`src/rtl/spi_rr_sched.sv`:
```
// Round-robin scheduler sharing one SPI read engine between N_REQ requesters.
// Each grant runs one engine transaction (select, start, wait for done or
// timeout), returns the captured word plus an error flag to the winner, then
// holds the bus idle for GAP_CYC cycles so chip-select stays high long enough.
module spi_rr_sched #(
    parameter int N_REQ       = 2,
    parameter int DATA_W      = 16,
    parameter int GAP_CYC     = 32,
    parameter int TIMEOUT_CYC = 1023
) (
    input  logic              clk,
    input  logic              rstn,
    input  logic [N_REQ-1:0]  req,
    output logic [N_REQ-1:0]  gnt,
    output logic [N_REQ-1:0]  rsp_valid,
    output logic [DATA_W-1:0] rsp_data,
    output logic              rsp_err,
    output logic [1:0]        eng_sel,
    output logic              eng_start,
    output logic              eng_abort,
    input  logic              eng_done,
    input  logic [DATA_W-1:0] eng_data
);

    localparam int TW = (TIMEOUT_CYC > 0) ? $clog2(TIMEOUT_CYC + 1) : 1;
    localparam int GW = (GAP_CYC > 1) ? $clog2(GAP_CYC) : 1;

    typedef enum logic [2:0] {IDLE, START, WAIT, RESP, GAP} state_t;

    state_t            state, state_nx;
    logic [1:0]        idx, idx_nx;
    logic [1:0]        rr_ptr, rr_ptr_nx;
    logic [TW-1:0]     tcnt, tcnt_nx;
    logic [GW-1:0]     gcnt, gcnt_nx;
    logic [N_REQ-1:0]  gnt_nx, rsp_valid_nx;
    logic [DATA_W-1:0] rsp_data_nx;
    logic              rsp_err_nx, eng_start_nx, eng_abort_nx;
    logic [1:0]        eng_sel_nx;
    logic              found;
    logic [1:0]        pick_idx;

    // First requester at or after the rr pointer, wrapping modulo N_REQ.
    always_comb begin
        found    = 1'b0;
        pick_idx = 2'd0;
        for (int i = 0; i < N_REQ; i++) begin
            if (!found && req[(int'(rr_ptr) + i) % N_REQ]) begin
                found    = 1'b1;
                pick_idx = 2'((int'(rr_ptr) + i) % N_REQ);
            end
        end
    end

    // Next-state and next-output logic; every output is registered below.
    always_comb begin
        state_nx     = state;
        idx_nx       = idx;
        rr_ptr_nx    = rr_ptr;
        tcnt_nx      = tcnt;
        gcnt_nx      = gcnt;
        gnt_nx       = gnt;
        rsp_valid_nx = '0;
        rsp_data_nx  = rsp_data;
        rsp_err_nx   = rsp_err;
        eng_sel_nx   = eng_sel;
        eng_start_nx = 1'b0;
        eng_abort_nx = 1'b0;
        case (state)
            IDLE: begin
                if (found) begin
                    state_nx     = START;
                    idx_nx       = pick_idx;
                    gnt_nx       = N_REQ'(1) << pick_idx;
                    eng_sel_nx   = pick_idx;
                    eng_start_nx = 1'b1;
                end
            end
            START: begin
                // eng_done here is a stale pulse from nowhere; not ours yet.
                state_nx = WAIT;
                tcnt_nx  = '0;
            end
            WAIT: begin
                if (eng_done) begin
                    // Done wins over a simultaneous timeout.
                    state_nx     = RESP;
                    rsp_data_nx  = eng_data;
                    rsp_err_nx   = 1'b0;
                    rsp_valid_nx = gnt;
                end else if (tcnt == TW'(TIMEOUT_CYC)) begin
                    state_nx     = RESP;
                    rsp_data_nx  = '0;
                    rsp_err_nx   = 1'b1;
                    rsp_valid_nx = gnt;
                    eng_abort_nx = 1'b1;
                end else begin
                    tcnt_nx = tcnt + 1'b1;
                end
            end
            RESP: begin
                state_nx  = GAP;
                gnt_nx    = '0;
                rr_ptr_nx = (idx == 2'(N_REQ - 1)) ? 2'd0 : idx + 2'd1;
                gcnt_nx   = GW'(GAP_CYC - 1);
            end
            GAP: begin
                if (gcnt == '0) state_nx = IDLE;
                else            gcnt_nx  = gcnt - 1'b1;
            end
            default: state_nx = IDLE;
        endcase
    end

    // State and registered outputs.
    always_ff @(posedge clk or negedge rstn) begin
        if (!rstn) begin
            state     <= IDLE;
            idx       <= '0;
            rr_ptr    <= '0;
            tcnt      <= '0;
            gcnt      <= '0;
            gnt       <= '0;
            rsp_valid <= '0;
            rsp_data  <= '0;
            rsp_err   <= 1'b0;
            eng_sel   <= '0;
            eng_start <= 1'b0;
            eng_abort <= 1'b0;
        end else begin
            state     <= state_nx;
            idx       <= idx_nx;
            rr_ptr    <= rr_ptr_nx;
            tcnt      <= tcnt_nx;
            gcnt      <= gcnt_nx;
            gnt       <= gnt_nx;
            rsp_valid <= rsp_valid_nx;
            rsp_data  <= rsp_data_nx;
            rsp_err   <= rsp_err_nx;
            eng_sel   <= eng_sel_nx;
            eng_start <= eng_start_nx;
            eng_abort <= eng_abort_nx;
        end
    end

endmodule

```
`config.mk`:
```
export PLATFORM = sky130hd
export DESIGN_NAME = spi_rr_sched
export DESIGN_NICKNAME = d
export VERILOG_FILES = /design/src/rtl/spi_rr_sched.sv
export SDC_FILE = /design/constraint.sdc
export NUM_CORES = 1
export LEC_CHECK = 0
export CAP_MARGIN = 40
export CORE_ASPECT_RATIO = 0.8
export CORE_MARGIN = 1.5
export CORE_UTILIZATION = 42
export DETAILED_ROUTE_END_ITERATION = 12
export PLACE_DENSITY_LB_ADDON = 0.1
export SETUP_SLACK_MARGIN = 0.02
export SLEW_MARGIN = 15
export SYNTH_ARGS = -nofsm -noshare
export SYNTH_HDL_FRONTEND = slang
export SYNTH_SLANG_ARGS = --single-unit
```
`constraint.sdc`:
```
create_clock -name clk -period 2.2 [get_ports clk]
set_input_delay 0.66 -clock clk [delete_from_list [all_inputs] [get_ports clk]]
set_output_delay 0.66 -clock clk [all_outputs]
set_load 0.005 [all_outputs]
```
==> metrics.txt <==
outcome=complete, no violations; wire per inst=15.4 um; Max Cap Viol=0; initial antenna violation count=0; Mapped Cells=around 180; vias in the first global route=1593; Hold WC Path Type=input pin to asynchronous set/reset pin; H-tree levels=2; Initial Utilization=43.3%; min Tclk post-route=1.92 ns; drt pass-1 iters=4; Clock Skew=0.00525 ns; P&R area growth vs syn=28.2%; Finished Layout Cells=approximately 280; Clk Latency, worst-skew pair=0.29 ns; R2R setup slack=0.32 ns; routed vias/inst=5.41; grt ovf=0; final WL=around 4300 um; Synth Area per Inst=11.2 um2; Starting DRT DRC Count=97; Synth Flop Type=dfrtp_1; first-pass GRT wire length=7580 um; max_slew headroom=56.3%; Post-CTS Setup Bufs=0; Hold Buf Count CTS=0; # DRC=0; crit path max fanout=5; largest net degree at the start of global routing=44; period utilization=between 80 and 90%; yosys warns=0; die height=64.2 um; FMAX=521 MHz; r2r worst-path depth=6; Placed Cells=273; DR vias=1520; Arr. time, crit path=approximately 2.1 ns; CTS buffer count=5; Tot Pwr=2.90 mW; FFs w/ async S/R, synth=between 90% and 100%; Yosys top cell by area=dfrtp_1; most frequent cells in the layout=dfrtp_1, clkdlybuf4s50_1, a22o_1; Ports=46; GRT Resource Usage Total=19.2%; Clock Path Buffers=2; RSZ-0062 raised after global routing=no; Pwr Density=between 1000 and 1500 mW/mm2; DIE AREA=0.00510 mm2; Layout Nets=between 200 and 250; Required @ worst endpoint=between 2 and 2.5 ns; Final Cell Area=roughly 0.0025 mm2; Post-DRT Antenna Nets=0; Detail Placement HPWL=3060 um; EDFF count, synth=0; final setup fails=0; TritonCTS clock tree=done; routability cong.=between 0.8 and 0.9; core area=0.00454 mm2; top-area cell type share of the netlist area=a little over half; fin util=55.5%; worst-margin pin slew=0.654 ns; Leak=1.07 nW; Setup crit end kind=register; clock root buffer=clkbuf_8; synth unique cells=48; ANT cells=0; Mapped Nets=198; Worst Path Class, Setup=input pin to register; CTS Sinks=43; Reg clk slew, reported paths=0.08 ns; Die W=~79 um; Port Buffers=between 40 and 50; top cells by area, synth=dfrtp_1, a22o_1, nand3_1; post_cts resized=0; worst r2r dst=gcnt[3]$_DFFE_PN0P_; Hold Vio Cnt, Final=0; Worst VDD drop=0.603 mV; r2r startpoint=gcnt[0]$_DFFE_PN0P_; Fin Hold WS=0.435 ns; post-synthesis sequential area ratio=54.7%; Post-Syn Area=slightly below 0.002 mm2; placed cell area=between 0.002 and 0.0025 mm2; Synth Register Bits=43; share of cells above drive strength 1=10.4%; # rows=22; Worst setup SP type=input pin; Final Slew Violations=0
==> registers in the layout, indices dropped and copies added (netlist names) <==
name and count:
rsp_data 16, tcnt 10, gcnt 5, state 3, gnt 2, rsp_valid 2
eng_abort 1, eng_start 1, idx 1, rr_ptr 1, rsp_err 1
==> layout make-up <==
class / instances / area (um2)
inverter: 6 / 22.5
fill: 402 / 2020
clock buffer: 7 / 76.3
tap: 60 / 75.1
timing repair buffer: 48 / 465
clock inverter: 1 / 5.00
multi-input combinational: 116 / 800
sequential: 43 / 1080
==> cells by family (layout without fill, tap and decap cells) <==
family	Yosys count	in the layout	synth area share (%)
buffers and inverters	16	62	4.58
adder cells (fa/ha/maj)	2	2	1.27
AO/OA/AOI/OAI	48	48	18.6
AND/OR/NAND/NOR	64	64	20.0
other	1	1	0.191
flip-flops	43	43	54.7
multiplexers	1	1	0.573
==> how the worst max path moves through the flow <==
stage | startpoint | to | slack (ns) | cells after the start
after floorplan | tcnt[0]$_DFFE_PN0P_ | rsp_data[10]$_DFFE_PN0P_ | 0.57 | 6
after global placement | eng_done | tcnt[8]$_DFFE_PN0P_ | 0.05 | 5
after detailed placement | eng_done | tcnt[8]$_DFFE_PN0P_ | -0.03 | 5
after CTS | eng_done | tcnt[8]$_DFFE_PN0P_ | 0.28 | 5
after global routing | gcnt[0]$_DFFE_PN0P_ | gcnt[2]$_DFFE_PN0P_ | 0.15 | 6
final | eng_done | tcnt[8]$_DFFE_PN0P_ | 0.28 | 5
==> worst max-delay path: stages <==
cell and delay (ns):
clkdlybuf4s50_1 0.50, nor4b_2 0.24, o31ai_1 0.15, or4_1 0.41, a21oi_1 0.17
==> where the power goes <==
part	internal [mW]	switching, mW	leakage [nW]
clock network	0.223	0.256	0.0422
registers	1.05	0.248	0.538
logic	0.664	0.462	0.490
total	1.93	0.966	1.07
==> through the flow <==
| stage | worst slack (ns) | TNS [ns] |
|---|---|---|
| 2_1_floorplan | 0.568 | 0 |
| 3_3_place_gp | 0.0516 | 0 |
| 3_5_place_dp | -0.0267 | -0.0300 |
| 4_1_cts | 0.276 | 0 |
| 5_1_grt | 0.147 | 0 |
| 6_report | 0.282 | 0 |
==> routing by layer <==
metal	vias to the layer above	GRT usage, %	routed length [um]
li1	739	-	-
met4	0	5.92	42
met3	5	5.43	202
met5	-	0	0
met2	36	28.4	1930
met1	740	27.2	2160
==> synthesized netlist by cell type, types with 3 or more instances <==
cell,number
a21oi_1,10
a22o_1,16
a31oi_1,3
and3_1,4
buf_2,3
buf_4,3
dfrtp_1,43
inv_1,6
nand2_1,9
nand3_1,11
nor2_1,9
nor3_1,8
o21ai_0,4
or3_1,3
No activity file was read; power rests on OpenSTA's default activity.
